==> src/rtl/mbinit_pkg.sv <==
// Shared MBINIT definitions: sideband message codes,
// REPAIRVAL state encoding and timeout default.
package mbinit_pkg;

  localparam logic [3:0] MSG_INIT_REQ    = 4'b0001;
  localparam logic [3:0] MSG_INIT_RESP   = 4'b0010;
  localparam logic [3:0] MSG_RESULT_REQ  = 4'b0011;
  localparam logic [3:0] MSG_RESULT_RESP = 4'b0100;
  localparam logic [3:0] MSG_DONE_REQ    = 4'b0101;
  localparam logic [3:0] MSG_DONE_RESP   = 4'b0110;

  localparam logic [23:0] TIMEOUT_DEF = 24'd8_000_000;

  typedef enum logic [3:0] {
    ST_IDLE          = 4'd0,
    ST_INIT_REQ      = 4'd1,
    ST_WAIT_RESP     = 4'd2,
    ST_VALPATTERN    = 4'd3,
    ST_CHK_BUSY_RES  = 4'd4,
    ST_RESULT_REQ    = 4'd5,
    ST_CHK_RESULT    = 4'd6,
    ST_CHK_BUSY_DONE = 4'd7,
    ST_DONE_REQ      = 4'd8,
    ST_DONE          = 4'd9,
    ST_ERROR         = 4'd10
  } state_t;

  // States in which the partner or pattern gen must make progress
  function automatic logic timed(input state_t s);
    return (s == ST_INIT_REQ)   ||
           (s == ST_WAIT_RESP)  ||
           (s == ST_VALPATTERN) ||
           (s == ST_RESULT_REQ) ||
           (s == ST_DONE_REQ);
  endfunction

endpackage

==> src/rtl/mbinit_repairval_fsm_if.sv <==
// REPAIRVAL sideband/pattern bundle.
// master: the FSM side; slave: sideband/pattern/neighbour side.
interface mbinit_repairval_fsm_if;
  import mbinit_pkg::*;

  logic       i_MBINIT_REPAIRCLK_end;
  logic [3:0] i_Rx_SbMessage;
  logic       i_msg_valid;
  logic       i_Busy_SideBand;
  logic       i_falling_edge_busy;
  logic       i_VAL_pattern_done;
  logic       i_VAL_result_logged;
  logic       o_MBINIT_REPAIRVAL_Pattern_En;
  logic [3:0] o_TX_SbMessage;
  logic       o_ValidOutDatat_Module;
  logic       o_train_error_req;
  logic       o_MBINIT_REPAIRVAL_Module_end;

  modport master (
    input  i_MBINIT_REPAIRCLK_end,
    input  i_Rx_SbMessage,
    input  i_msg_valid,
    input  i_Busy_SideBand,
    input  i_falling_edge_busy,
    input  i_VAL_pattern_done,
    input  i_VAL_result_logged,
    output o_MBINIT_REPAIRVAL_Pattern_En,
    output o_TX_SbMessage,
    output o_ValidOutDatat_Module,
    output o_train_error_req,
    output o_MBINIT_REPAIRVAL_Module_end
  );

  modport slave (
    output i_MBINIT_REPAIRCLK_end,
    output i_Rx_SbMessage,
    output i_msg_valid,
    output i_Busy_SideBand,
    output i_falling_edge_busy,
    output i_VAL_pattern_done,
    output i_VAL_result_logged,
    input  o_MBINIT_REPAIRVAL_Pattern_En,
    input  o_TX_SbMessage,
    input  o_ValidOutDatat_Module,
    input  o_train_error_req,
    input  o_MBINIT_REPAIRVAL_Module_end
  );

endinterface

==> src/rtl/mbinit_timeout_cnt.sv <==
// Saturating wait-time counter for MBINIT substeps.
// Ports: CLK, rst_n, clr, run in; expired out at LIMIT-1.
module mbinit_timeout_cnt #(
  parameter int                CNT_W = 24,
  parameter logic [CNT_W-1:0]  LIMIT = '1
) (
  input  logic CLK,
  input  logic rst_n,
  input  logic clr,
  input  logic run,
  output logic expired
);

  localparam logic [CNT_W-1:0] LAST = LIMIT - 1'b1;

  logic [CNT_W-1:0] cnt;

  always_ff @(posedge CLK or negedge rst_n) begin
    if (!rst_n) begin
      cnt <= '0;
    end else if (clr) begin
      cnt <= '0;
    end else if (run && (cnt != '1)) begin
      cnt <= cnt + 1'b1;
    end
  end

  assign expired = (cnt == LAST);

endmodule

==> src/rtl/mbinit_repairval_fsm.sv <==
// MBINIT.REPAIRVAL requester sequencer: init/result/done
// exchange, valid-lane pattern, result check, timeout.
// Ports: CLK, rst_n, bus (mbinit_repairval_fsm_if.master).
module mbinit_repairval_fsm
  import mbinit_pkg::*;
#(
  parameter logic [23:0] TIMEOUT_CYCLES = TIMEOUT_DEF,
  parameter int          CNT_W          = 24
) (
  input  logic                          CLK,
  input  logic                          rst_n,
  mbinit_repairval_fsm_if.master        bus
);

  state_t     st, ns;
  logic [3:0] exp_q, exp_nx;
  logic       expired, to_hit;
  logic       en, busy, fe;

  logic       pat_en_q, valid_q, err_q, end_q;
  logic [3:0] msg_q;

  assign en   = bus.i_MBINIT_REPAIRCLK_end;
  assign busy = bus.i_Busy_SideBand;
  assign fe   = bus.i_falling_edge_busy;

  mbinit_timeout_cnt #(
    .CNT_W (CNT_W),
    .LIMIT (CNT_W'(TIMEOUT_CYCLES))
  ) u_to (
    .CLK     (CLK),
    .rst_n   (rst_n),
    .clr     ((ns != st) || !timed(st)),
    .run     (timed(st)),
    .expired (expired)
  );

  // Counter is held at zero outside timed states
  assign to_hit = expired && timed(st);

  always_ff @(posedge CLK or negedge rst_n) begin
    if (!rst_n) begin
      st    <= ST_IDLE;
      exp_q <= '0;
    end else begin
      st    <= ns;
      exp_q <= exp_nx;
    end
  end

  always_comb begin
    ns     = st;
    exp_nx = exp_q;
    if (!en) begin
      ns = ST_IDLE;
    end else if (to_hit) begin
      ns = ST_ERROR;
    end else begin
      case (st)
        ST_IDLE:
          if (!busy) ns = ST_INIT_REQ;
        ST_INIT_REQ:
          if (fe) begin
            ns     = ST_WAIT_RESP;
            exp_nx = MSG_INIT_RESP;
          end
        ST_WAIT_RESP:
          if (bus.i_msg_valid &&
              (bus.i_Rx_SbMessage == exp_q)) begin
            case (exp_q)
              MSG_INIT_RESP:   ns = ST_VALPATTERN;
              MSG_RESULT_RESP: ns = ST_CHK_RESULT;
              MSG_DONE_RESP:   ns = ST_DONE;
              default:         ns = ST_WAIT_RESP;
            endcase
          end
        ST_VALPATTERN:
          if (bus.i_VAL_pattern_done) ns = ST_CHK_BUSY_RES;
        ST_CHK_BUSY_RES:
          if (!busy) ns = ST_RESULT_REQ;
        ST_RESULT_REQ:
          if (fe && !busy) begin
            ns     = ST_WAIT_RESP;
            exp_nx = MSG_RESULT_RESP;
          end
        ST_CHK_RESULT:
          ns = bus.i_VAL_result_logged ? ST_CHK_BUSY_DONE
                                       : ST_ERROR;
        ST_CHK_BUSY_DONE:
          if (!busy) ns = ST_DONE_REQ;
        ST_DONE_REQ:
          if (fe && !busy) begin
            ns     = ST_WAIT_RESP;
            exp_nx = MSG_DONE_RESP;
          end
        ST_DONE:  ns = ST_DONE;
        ST_ERROR: ns = ST_ERROR;
        default:  ns = ST_IDLE;
      endcase
    end
  end

  // Outputs decoded from the next state and registered
  always_ff @(posedge CLK or negedge rst_n) begin
    if (!rst_n) begin
      pat_en_q <= 1'b0;
      valid_q  <= 1'b0;
      msg_q    <= '0;
      err_q    <= 1'b0;
      end_q    <= 1'b0;
    end else begin
      pat_en_q <= (ns == ST_VALPATTERN);
      err_q    <= (ns == ST_ERROR);
      end_q    <= (ns == ST_DONE);
      valid_q  <= (ns == ST_INIT_REQ)   ||
                  (ns == ST_RESULT_REQ) ||
                  (ns == ST_DONE_REQ);
      case (ns)
        ST_INIT_REQ:   msg_q <= MSG_INIT_REQ;
        ST_RESULT_REQ: msg_q <= MSG_RESULT_REQ;
        ST_DONE_REQ:   msg_q <= MSG_DONE_REQ;
        default:       msg_q <= '0;
      endcase
    end
  end

  assign bus.o_MBINIT_REPAIRVAL_Pattern_En = pat_en_q;
  assign bus.o_TX_SbMessage                = msg_q;
  assign bus.o_ValidOutDatat_Module        = valid_q;
  assign bus.o_train_error_req             = err_q;
  assign bus.o_MBINIT_REPAIRVAL_Module_end = end_q;

endmodule

==> src/flat_wrapper.sv <==
// flat-port wrapper written by rule: the top's interface ports become plain ports
module mbinit_repairval_fsm_flat import mbinit_pkg::*;
#(
  parameter logic [23:0] TIMEOUT_CYCLES = TIMEOUT_DEF,
  parameter int          CNT_W          = 24
)
  (CLK, rst_n, bus_i_MBINIT_REPAIRCLK_end, bus_i_Rx_SbMessage, bus_i_msg_valid, bus_i_Busy_SideBand, bus_i_falling_edge_busy, bus_i_VAL_pattern_done, bus_i_VAL_result_logged, bus_o_MBINIT_REPAIRVAL_Pattern_En, bus_o_TX_SbMessage, bus_o_ValidOutDatat_Module, bus_o_train_error_req, bus_o_MBINIT_REPAIRVAL_Module_end);
  mbinit_repairval_fsm_if bus_i ();
  input  logic CLK;
  input  logic rst_n;
  input wire logic [$bits(bus_i.i_MBINIT_REPAIRCLK_end)-1:0] bus_i_MBINIT_REPAIRCLK_end;
  input wire logic [$bits(bus_i.i_Rx_SbMessage)-1:0] bus_i_Rx_SbMessage;
  input wire logic [$bits(bus_i.i_msg_valid)-1:0] bus_i_msg_valid;
  input wire logic [$bits(bus_i.i_Busy_SideBand)-1:0] bus_i_Busy_SideBand;
  input wire logic [$bits(bus_i.i_falling_edge_busy)-1:0] bus_i_falling_edge_busy;
  input wire logic [$bits(bus_i.i_VAL_pattern_done)-1:0] bus_i_VAL_pattern_done;
  input wire logic [$bits(bus_i.i_VAL_result_logged)-1:0] bus_i_VAL_result_logged;
  output wire logic [$bits(bus_i.o_MBINIT_REPAIRVAL_Pattern_En)-1:0] bus_o_MBINIT_REPAIRVAL_Pattern_En;
  output wire logic [$bits(bus_i.o_TX_SbMessage)-1:0] bus_o_TX_SbMessage;
  output wire logic [$bits(bus_i.o_ValidOutDatat_Module)-1:0] bus_o_ValidOutDatat_Module;
  output wire logic [$bits(bus_i.o_train_error_req)-1:0] bus_o_train_error_req;
  output wire logic [$bits(bus_i.o_MBINIT_REPAIRVAL_Module_end)-1:0] bus_o_MBINIT_REPAIRVAL_Module_end;
  assign bus_i.i_MBINIT_REPAIRCLK_end = bus_i_MBINIT_REPAIRCLK_end;
  assign bus_i.i_Rx_SbMessage = bus_i_Rx_SbMessage;
  assign bus_i.i_msg_valid = bus_i_msg_valid;
  assign bus_i.i_Busy_SideBand = bus_i_Busy_SideBand;
  assign bus_i.i_falling_edge_busy = bus_i_falling_edge_busy;
  assign bus_i.i_VAL_pattern_done = bus_i_VAL_pattern_done;
  assign bus_i.i_VAL_result_logged = bus_i_VAL_result_logged;
  assign bus_o_MBINIT_REPAIRVAL_Pattern_En = bus_i.o_MBINIT_REPAIRVAL_Pattern_En;
  assign bus_o_TX_SbMessage = bus_i.o_TX_SbMessage;
  assign bus_o_ValidOutDatat_Module = bus_i.o_ValidOutDatat_Module;
  assign bus_o_train_error_req = bus_i.o_train_error_req;
  assign bus_o_MBINIT_REPAIRVAL_Module_end = bus_i.o_MBINIT_REPAIRVAL_Module_end;
  mbinit_repairval_fsm #(.TIMEOUT_CYCLES(TIMEOUT_CYCLES), .CNT_W(CNT_W)) u_core (.CLK(CLK), .rst_n(rst_n), .bus(bus_i));
endmodule
==> config.mk <==
export PLATFORM = sky130hd
export DESIGN_NAME = mbinit_repairval_fsm_flat
export DESIGN_NICKNAME = d
export VERILOG_FILES = /design/src/rtl/mbinit_pkg.sv /design/src/rtl/mbinit_repairval_fsm_if.sv /design/src/rtl/mbinit_timeout_cnt.sv /design/src/rtl/mbinit_repairval_fsm.sv /design/src/flat_wrapper.sv
export SDC_FILE = /design/constraint.sdc
export NUM_CORES = 1
export LEC_CHECK = 0
export ABC_AREA = 1
export BUFFER_PORTS_ARGS = -buffer_cell sky130_fd_sc_hd__buf_2
export CORE_MARGIN = 3
export CORE_UTILIZATION = 54
export CTS_BUF_LIST = sky130_fd_sc_hd__clkbuf_4 sky130_fd_sc_hd__clkbuf_8
export DETAILED_ROUTE_END_ITERATION = 10
export GPL_ROUTABILITY_DRIVEN = 1
export GPL_TIMING_DRIVEN = 1
export HOLD_SLACK_MARGIN = 0.08
export MAX_ROUTING_LAYER = met4
export PLACE_DENSITY = 0.73
export SKIP_CTS_REPAIR_TIMING = 1
export SLEW_MARGIN = 10
export SYNTH_ARGS = -nofsm -noshare
export SYNTH_HDL_FRONTEND = slang
export SYNTH_HIERARCHICAL = 1
export SYNTH_SLANG_ARGS = --single-unit
==> constraint.sdc <==
create_clock -name CLK -period 5.1 [get_ports CLK]
set_input_delay 1.02 -clock CLK [delete_from_list [all_inputs] [get_ports CLK]]
set_output_delay 1.02 -clock CLK [all_outputs]
set_load 0.005 [all_outputs]
==> flow_summary_export.csv, run 1 <==
group,metric,value,unit
finish,syn_to_final_growth,9.01,%
clocking,cts_buffer_depth,2,
synth,syn_nets,407,
finish,design_area,2920,sq um
outcome,outcome,"completed",
setup_path,setup.worst_path.start_class,"flop",
worst_hold_path,worstHoldPathCells,2,
global_routing,grt_pass1_wl,10.4,mm
finish,num_antenna_cells,0,
floorplan,die_h,76.5,microns
setup_path,crit_chain,"ha_1, nand2_2, nor2_4, nand2_4, nor3_1, nand2_4, nand2_2, nor2_4, nand2_4, nand2_1, nand2_1, nor2_1, nand3_1, clkinv_1, nand2_4, inv_6, nand2_1, nand2_1",
synth,synth_flop_cell,"dfrtp_1",
setup_path,crit_slowest_cell,"clkinv_1",
finish,nNetsFinal,426,
floorplan,start_util,56.4,%
floorplan,core_area,4750,sq um
sta,period_needed,3420,ps
global_routing,overflow,0,
sta,fin_skew,8.14,ps
placement,dp_hpwl,4.43,mm
drt,first_iter_violations,98,
sta,timing.final.crit_share,67.0,%
pwr,leakage,1.50,nW
sta,hold_violations,0,
clocking,clock_latency,310,ps
synth,synth_area_leaders,"dfrtp_1 35%, nand2_1 18%, nand3_1 7.5%, nor2_1 6.2%, inv_1 5.6%",
global_routing,grt_max_degree,38,
sta,fin_setup_tns,0,ps
sta,worstMarginPinSlew,839,ps
synth,ys.warnings.count,6,
placement,pre_cts_slack,1530,ps
setup_path,critPathKind,"flop to flop",
floorplan,fp.dieW,76.5,microns
clocking,cts_tree,"built",
synth,synthCells,394,
drt,drt_pass1_iterations,5,
sta,drv_slew,0,
setup_path,r2r_slack,1680,ps
drt,drtAntennaViolNets,0,
clocking,cts_num_sinks,37,
setup_path,max_stage_delay,560,ps
placement,routabilityCongestion,0.906,
placement,placed_area,2810,sq um
synth,syn_area_per_cell,6.81,sq um
sta,fmaxAchievable,293,MHz
global_routing,grt_pass1_vias,2363,
pwr,power,850,uW
worst_hold_path,hold_class,"flop to flop",
clocking,cts.htree.levels,2,
setup_path,path_max_fanout,18,
setup_path,cp_data_arrival_time,3610,ps
sta,relSlewSlack,44.1,%
synth,synth_edf_count,0,
placement,portBuffers,18,
synth,seq_area_frac_synth,34.5,%
pwr,power_density,291,nW/um^2
pwr,ir_worst_vdd,0.146,mV
synth,netlist_area,2680,sq um
clocking,cts_buffers,5,
setup_path,critPathTopFamily,"simple AND/OR/NAND/NOR gates",
sta,setup_viol,0,
setup_path,critPathCaptureType,"flop",
sta,rsz0062_at_grt,"false",
synth,yosysTopAreaCellShare,34.5,%
synth,ys_seq_elements,37,
setup_path,worstPathRequired,5290,ps
synth,synth_top_area_cell,"dfrtp_1",
clocking,clockRootBuffer,"clkbuf_8",
clocking,clkTransAtPathRegs,80,ps
setup_path,worstRegToRegCells,18,
setup_path,cp.depth,18,
global_routing,antenna_found_initial,0,
synth,ys_async_sr_fraction,100,%
drt,drc_errors,0,
setup_path,crit_buf_inv,2,
drt,via_count,2535,
drt,vias_per_cell,5.27,
floorplan,dieArea,5850,sq um
synth,synth_cell_types,41,
drt,drt_wl_total,5.96,mm
floorplan,io_pins,20,
global_routing,grt_usage,22.2,%
finish,drive_gt1_share,18.4,%
drt,wl_per_cell,12.4,microns
run,cap_violations,0,
sta,setup_ws,1680,ps
floorplan,rows,25,
==> per-layer routing <==
metal | GRT usage (%) | part of all wire (%) | vias up
met4 | 8.51 | 2.6 | 0
met5 | - | 0 | -
met1 | 26.5 | 45 | 1160
met3 | 4.14 | 4.4 | 18
li1 | - | - | 1288
met2 | 37.2 | 48 | 69
==> layout make-up <==
type	count	area [sq um]
Clock buffer	5	68.8
Multi-Input combinational cell	303	1520
Sequential cell	37	926
Timing Repair Buffer	18	90.1
Clock inverter	3	46.3
Inverter	48	193
Fill cell	460	1830
Tap cell	67	83.8
==> synthesized netlist by cell type, drive strengths merged (2+ instances only) <==
library cell    n
a21oi           8
buf             5
clkinv          2
dfrtp          37
inv            46
nand2         146
nand3          44
nand4          10
nor2           57
nor3            5
nor4            3
o21ai          15
or2             2
xnor2           2
xor2            4
==> power breakdown <==
| group | internal [mW] | switching, mW |
|---|---|---|
| combinational | 0.0707 | 0.186 |
| sequential | 0.310 | 0.0186 |
| clock | 0.146 | 0.119 |
| total | 0.527 | 0.324 |
==> worst reg2reg max path, delay by kind of cell (launching register included) <==
kind                       cells  cell delay (ps)
buffers and inverters          2              690
and+or+nand+nor               15             2050
DFF                            1              370
adders and majority gates      1              190
==> final timing paths <==
| check | start | endpoint |
|---|---|---|
| max | u_core/u_to/cnt[1] | u_core/u_to/cnt[10] |
| max reg2reg | u_core/u_to/cnt[1] | u_core/u_to/cnt[10] |
| min in group asynchronous | rst_n | u_core/bus.o_ValidOutDatat_Module |
| min reg2reg | u_core/u_to/cnt[1] | u_core/u_to/cnt[1] |
| min | u_core/u_to/cnt[1] | u_core/u_to/cnt[1] |
| max in group asynchronous | rst_n | u_core/u_to/cnt[23] |
==> per-stage QoR <==
stage          hold slack [ps]  std cells  util, %
5_1_grt                    538        481     61.5
4_1_cts                    522        481     61.5
3_5_place_dp               504        473     59.1
3_3_place_gp               490        473     59.1
2_1_floorplan              467        394        -
6_report                   516        481     61.5
==> cell usage in the layout (no fill, tap or decap), drive strengths merged <==
cell      instances
a21oi             8
or2               2
bufinv            1
conb              1
nor3              5
a211oi            1
dfrtp            37
inv              46
nor4              3
nand3b            1
clkinv            3
nand3            44
o21ai            15
xnor2             2
ha                1
a31oi             1
clkbuf            5
clkinvlp          1
nor2             57
nand2           146
buf              18
nand4            10
and2              1
o21bai            1
xor2              4
==> flip-flops by register name, indices dropped and copies added (netlist names) <==
name,count
u_core/u_to/cnt,24
u_core/st,4
u_core/bus.o_TX_SbMessage,3
u_core/exp_q,2
u_core/bus.o_MBINIT_REPAIRVAL_Module_end,1
u_core/bus.o_MBINIT_REPAIRVAL_Pattern_En,1
u_core/bus.o_ValidOutDatat_Module,1
u_core/bus.o_train_error_req,1
==> cell families (layout without fill, tap and decap cells) <==
kind of cell	after synthesis	after routing	share of synthesized area (%)
compound gates	26	26	5.55
xor+xnor	6	6	1.96
fa+ha+maj	1	1	0.467
buf+inv	54	74	8.96
flops	37	37	34.5
other cells	1	1	0.140
simple gates	269	269	48.4
No activity file was read; power rests on OpenSTA's default activity.
==> inputs of run 2 (changes only) <==
ABC_AREA = 0   (was 1)
clock period = 3.5 ns   (was 5.1 ns; I/O delays follow)
==> run 2 against run 1 <==
Wire length decreased by 13%. Die area is 10% lower. Clock power up 45%. Fmax rose by 6.6%. Area after synthesis shrank 11%. Global-route usage rose by 0.13 points. Sequential cell count stayed put. Register-to-register slack lost 1400 ps. Critical path depth down 7. Largest cell class unchanged. Cell count is 30% lower. First-iteration DRC count increased by 130%. Sequential share of layout area is 3.7 points higher.
==> flow_summary_export.csv, run 2 <==
group,metric,value,unit
synth,synth_cell_types,56,
finish,layout_common_cells,"37 x dfrtp_1, 32 x nor2_1, 21 x a21oi_1, 18 x buf_2, 17 x nand2_1",
sta,hold_violations,0,
outcome,outcome,"completed",
drt,drtAntennaViolNets,0,
finish,largest-register,"u_core/u_to/cnt",
synth,yosys.cell_count.top_type,"dfrtp_1",
sta,period_needed,3210,ps
finish,num_antenna_cells,0,
drt,via_count,2094,
floorplan,start_util,57.6,%
drt,wl_per_cell,15.4,microns
setup_path,critPathCaptureType,"flop",
pwr,leakage,1.08,nW
sta,setup_viol,0,
setup_path,worstRegToRegCells,11,
global_routing,antenna_found_initial,0,
synth,syn_nets,285,
sta,fin_skew,4.65,ps
clocking,cts_buffer_depth,2,
floorplan,io_pins,20,
setup_path,setup.worst_path.start_class,"flop",
synth,ys_async_sr_fraction,100,%
finish,largest_reg_flops,24,
sta,relSlewSlack,45.9,%
placement,portBuffers,18,
synth,ys_seq_elements,37,
worst_hold_path,hold_class,"input port to async pin",
synth,netlist_area,2390,sq um
floorplan,rows,23,
synth,syn_area_per_cell,8.77,sq um
finish,nNetsFinal,300,
synth,seq_area_frac_synth,38.8,%
finish,drive_gt1_share,15.3,%
drt,vias_per_cell,6.20,
clocking,cts_buffers,5,
sta,rsz0062_at_grt,"false",
synth,ys.warnings.count,6,
floorplan,fp.dieW,72.5,microns
sta,fmaxAchievable,312,MHz
drt,drc_errors,0,
pwr,power_density,358,nW/um^2
finish,syn_to_final_growth,9.75,%
setup_path,r2r-end,"u_core/u_to/cnt[15]",
synth,synth_common_cells,"37 x dfrtp_1, 32 x nor2_1, 21 x a21oi_1",
synth,synth_flop_cell,"dfrtp_1",
pwr,ir_worst_vdd,0.314,mV
synth,synth_area_leaders,"dfrtp_1 39%, xnor2_1 5.1%, nor2_1 5.0%, a21oi_1 4.4%, nand4_1 3.7%",
run,cap_violations,0,
sta,timing.final.crit_share,91.6,%
global_routing,grt_max_degree,38,
clocking,clock_latency,290,ps
sta,worstMarginPinSlew,811,ps
floorplan,core_area,4140,sq um
global_routing,grt_usage,22.3,%
clocking,cts.htree.levels,2,
placement,routabilityCongestion,0.949,
synth,synth_top_area_cell,"dfrtp_1",
drt,drt_pass1_iterations,5,
drt,first_iter_violations,222,
setup_path,path_max_fanout,10,
finish,layout_commonest_cell,"dfrtp_1",
synth,synth_edf_count,0,
setup_path,r2r_slack,290,ps
global_routing,grt_pass1_wl,8.86,mm
global_routing,overflow,0,
drt,drt_wl_total,5.20,mm
floorplan,dieArea,5250,sq um
synth,synthCells,272,
setup_path,cp_data_arrival_time,3420,ps
clocking,clkTransAtPathRegs,70,ps
placement,dp_hpwl,3.70,mm
setup_path,critPathKind,"flop to flop",
synth,yosysTopAreaCellShare,38.8,%
sta,hold-worst-slack,490,ps
setup_path,worstPathRequired,3720,ps
sta,drv_slew,0,
clocking,cts_tree,"built",
clocking,cts_num_sinks,37,
clocking,clockRootBuffer,"clkbuf_8",
finish,n_fill_cell,361,
global_routing,grt_pass1_vias,1903,
floorplan,die_h,72.5,microns
setup_path,rr_startpoint,"u_core/u_to/cnt[0]",
setup_path,startpoint,"u_core/u_to/cnt[0]",
sta,fin_setup_tns,0,ps
## run 2: cell types whose count changed after synthesis, moves of 12 or more
cell | before | now
a21oi_1 | 7 | 21
inv_1 | 40 | 10
nand2_1 | 129 | 17
nand3_1 | 40 | 12
nor2_1 | 44 | 32
xnor2_1 | 2 | 14
## run 2: layout make-up
type                    instances  area [sq um]  area share (%)
clock buffers                   6          82.6            3.15
clock inverters                 2          37.5            1.43
inverters                      10          37.5            1.43
multi-input cells             211          1350            51.6
flip-flops and latches         37           926            35.4
well taps                      50          62.6            2.39
repair buffers                 22           120            4.59
## run 2: worst max-delay path: stages, from the launching register on
cell and delay, ps:
dfrtp_1 420, ha_1 210, and3_1 230, nand3_1 210
nor3_1 530, o211a_1 290, or4_4 150, o21bai_4 120
o32a_1 170, nand4_1 360, buf_4 330, a21oi_1 120
## run 2: cell families (layout without fill, tap and decap cells)
group | Yosys count | count (layout) | share of synthesized area, %
muxes | 7 | 7 | 3.30
AOI/OAI and AO/OA | 53 | 53 | 14.9
buffers and inverters | 24 | 40 | 4.51
adders and majority gates | 1 | 1 | 0.524
other | 1 | 1 | 0.157
and+or+nand+nor | 133 | 133 | 31.9
xor gates and xnor gates | 16 | 16 | 5.87
DFF | 37 | 37 | 38.8
## run 2: worst max path at each step
stage          slack, ps  cells past startpoint                   to
6_report             290                     11  u_core/u_to/cnt[15]
5_1_grt                4                     11  u_core/u_to/cnt[12]
4_1_cts              320                     11  u_core/u_to/cnt[12]
3_5_place_dp         360                     11  u_core/u_to/cnt[12]
3_3_place_gp         490                     11   u_core/u_to/cnt[8]
2_1_floorplan        600                     12  u_core/u_to/cnt[11]
## run 2: metal layers
metal / global-route usage (%) / wire length (microns)
met5: - / 0
met4: 7.79 / 40
met3: 4.99 / 366
met2: 31.2 / 2240
met1: 31.9 / 2550
## run 2: through the flow
stage / area [sq um] / power (mW) / setup slack [ps] / cells / utilization (%)
after global placement: 2500 / 0.560 / 492 / 330 / 60.3
after floorplan: 2390 / 0.525 / 602 / 272 / -
after CTS: 2620 / 0.949 / 318 / 338 / 63.2
after detailed placement: 2500 / 0.560 / 363 / 330 / 60.3
after global routing: 2620 / 0.979 / 4.40 / 338 / 63.2
final: 2620 / 0.938 / 294 / 338 / 63.2
## run 2: power breakdown
group	total, mW	internal [mW]	switching, mW
registers	0.449	0.435	0.0141
logic	0.104	0.0398	0.0645
clock network	0.385	0.232	0.153
==> inputs of run 3 (changes only) <==
CORE_UTILIZATION = 55   (was 54)
PLACE_DENSITY = 0.74   (was 0.73)
==> run 3 against run 2 <==
Critical path depth rose by 2. Cell count is 3.0% higher. Die area down 1.7%. Clock power rose by 12%. First-iteration DRC count down 30%.
==> flow_summary_export.csv, run 3 (synthesis results as in run 2) <==
group,metric,value,unit
drt,vias_per_cell,6.11,
clocking,clkTransAtPathRegs,80,ps
placement,routabilityCongestion,0.960,
sta,drv_slew,0,
setup_path,path_max_fanout,10,
setup_path,critPathCaptureType,"flop",
floorplan,fp.dieW,71.9,microns
floorplan,dieArea,5160,sq um
global_routing,overflow,0,
pwr,p_int,764,uW
sta,worstMarginPinSlew,781,ps
sta,hold_violations,0,
setup_path,r2r-end,"u_core/u_to/cnt[17]",
placement,dp_hpwl,3.80,mm
drt,first_iter_violations,156,
setup_path,r2r_slack,420,ps
drt,drtAntennaViolNets,0,
setup_path,crit_chain,"and2_1, nand3_1, or4_1, nor3_1, nor2_1, nor2_1, a21oi_1, a211oi_1, a31oi_1, nand4_1, buf_4, nor2b_1, mux2_4",
floorplan,start_util,58.4,%
finish,largest-register,"u_core/u_to/cnt",
pwr,leakage,1.13,nW
pwr,combPwrFrac,11.5,%
pwr,p_seq_share,44.9,%
setup_path,crit_buf_inv,1,
setup_path,max_stage_delay,490,ps
drt,via_count,2126,
setup_path,path_common_cell,"nor2_1",
setup_path,cp_data_arrival_time,3250,ps
setup_path,critPathTopFamily,"simple AND/OR/NAND/NOR gates",
clocking,cts.htree.levels,2,
pwr,p_sw,231,uW
finish,syn_to_final_growth,13.5,%
clocking,cts_buffers,5,
finish,final_util,66.3,%
pwr,switching_share,23.2,%
setup_path,crit_slowest_cell,"nor3_1",
clocking,cts_num_sinks,37,
global_routing,grt_pass1_vias,1986,
clocking,cts_buffer_depth,2,
setup_path,critPathKind,"flop to flop",
clocking,clockRootBuffer,"clkbuf_8",
global_routing,grt_pass1_wl,8.91,mm
clocking,clock_latency,280,ps
drt,wl_per_cell,15.1,microns
setup_path,worstRegToRegCells,13,
floorplan,die_h,71.9,microns
sta,setup_viol,0,
finish,largest_reg_flops,24,
outcome,outcome,"completed",
sta,fin_setup_tns,0,ps
sta,rsz0062_at_grt,"false",
sta,relSlewSlack,47.9,%
finish,layout_common_cells,"37 x dfrtp_1, 32 x nor2_1, 21 x a21oi_1, 18 x buf_2, 17 x nand2_1",
floorplan,core_area,4090,sq um
sta,timing.final.crit_share,88.0,%
global_routing,antenna_found_initial,0,
finish,nNetsFinal,310,
setup_path,setup.worst_path.start_class,"flop",
worst_hold_path,hold_class,"input port to async pin",
finish,drive_gt1_share,18.1,%
finish,layout_commonest_cell,"dfrtp_1",
setup_path,crit_end,"u_core/u_to/cnt[17]",
drt,drt_wl_total,5.25,mm
floorplan,rows,23,
pwr,clkPwrFrac,43.6,%
run,cap_violations,0,
floorplan,io_pins,20,
sta,fmaxAchievable,324,MHz
setup_path,startpoint,"u_core/u_to/cnt[19]",
sta,period_needed,3080,ps
pwr,power_density,367,nW/um^2
clocking,cts_tree,"built",
global_routing,grt_max_degree,38,
global_routing,grt_usage,22.0,%
drt,drt_pass1_iterations,5,
placement,portBuffers,18,
sta,fin_skew,6.35,ps
sta,hold-worst-slack,486,ps
finish,num_antenna_cells,0,
setup_path,cp.depth,13,
drt,drc_errors,0,
pwr,ir_worst_vdd,0.206,mV
setup_path,rr_startpoint,"u_core/u_to/cnt[19]",
setup_path,worstPathRequired,3670,ps
[run 3: how the worst min path moves through the flow]
stage,from,endpoint,cells after the start
2_1_floorplan,rst_n,u_core/bus.o_MBINIT_REPAIRVAL_Module_end,0
3_3_place_gp,u_core/exp_q[1],u_core/exp_q[1],1
3_5_place_dp,u_core/exp_q[1],u_core/exp_q[1],1
4_1_cts,rst_n,u_core/bus.o_MBINIT_REPAIRVAL_Module_end,1
5_1_grt,rst_n,u_core/bus.o_MBINIT_REPAIRVAL_Module_end,1
6_report,rst_n,u_core/st[1],1
[run 3: worst reg2reg max path: stages, from the launching register on]
cell and delay (ps):
dfrtp_1 380, and2_1 210, nand3_1 120, or4_1 420, nor3_1 490, nor2_1 120
nor2_1 170, a21oi_1 140, a211oi_1 240, a31oi_1 70, nand4_1 110, buf_4 180
nor2b_1 60, mux2_4 260
[run 3: cell type report]
| type | count | area, sq um |
|---|---|---|
| inverter | 10 | 37.5 |
| fill | 365 | 1380 |
| clock buffer | 5 | 68.8 |
| clock inverter | 3 | 65.1 |
| tap | 50 | 62.6 |
| timing repair buffer | 32 | 195 |
| sequential | 37 | 926 |
| multi-input combinational | 211 | 1350 |
[run 3: through the flow]
step                      power (mW)  std cells  worst slack, ps  instance area [sq um]
after floorplan                0.525        272              602                   2390
after global routing            1.03        348              147                   2710
after global placement         0.561        336              326                   2540
after detailed placement       0.563        336              140                   2540
after CTS                      0.994        344              155                   2680
final                          0.995        348              418                   2710
[run 3: routing by layer]
layer  part of all wire [%]  track usage, %  vias up
li1                       -               -     1047
met1                     46            27.4     1023
met2                     49            36.1       50
met3                    4.6            4.21        6
met4                    1.0            6.89        0
met5                      0               -        -
[run 3: power by group through the flow]
stage	Combinational, mW	Clock [mW]	Sequential (mW)
after global routing	0.127	0.457	0.448
after CTS	0.109	0.439	0.446
final	0.115	0.433	0.447
after floorplan	0.0762	0	0.449
after global placement	0.107	0	0.454
after detailed placement	0.108	0	0.455
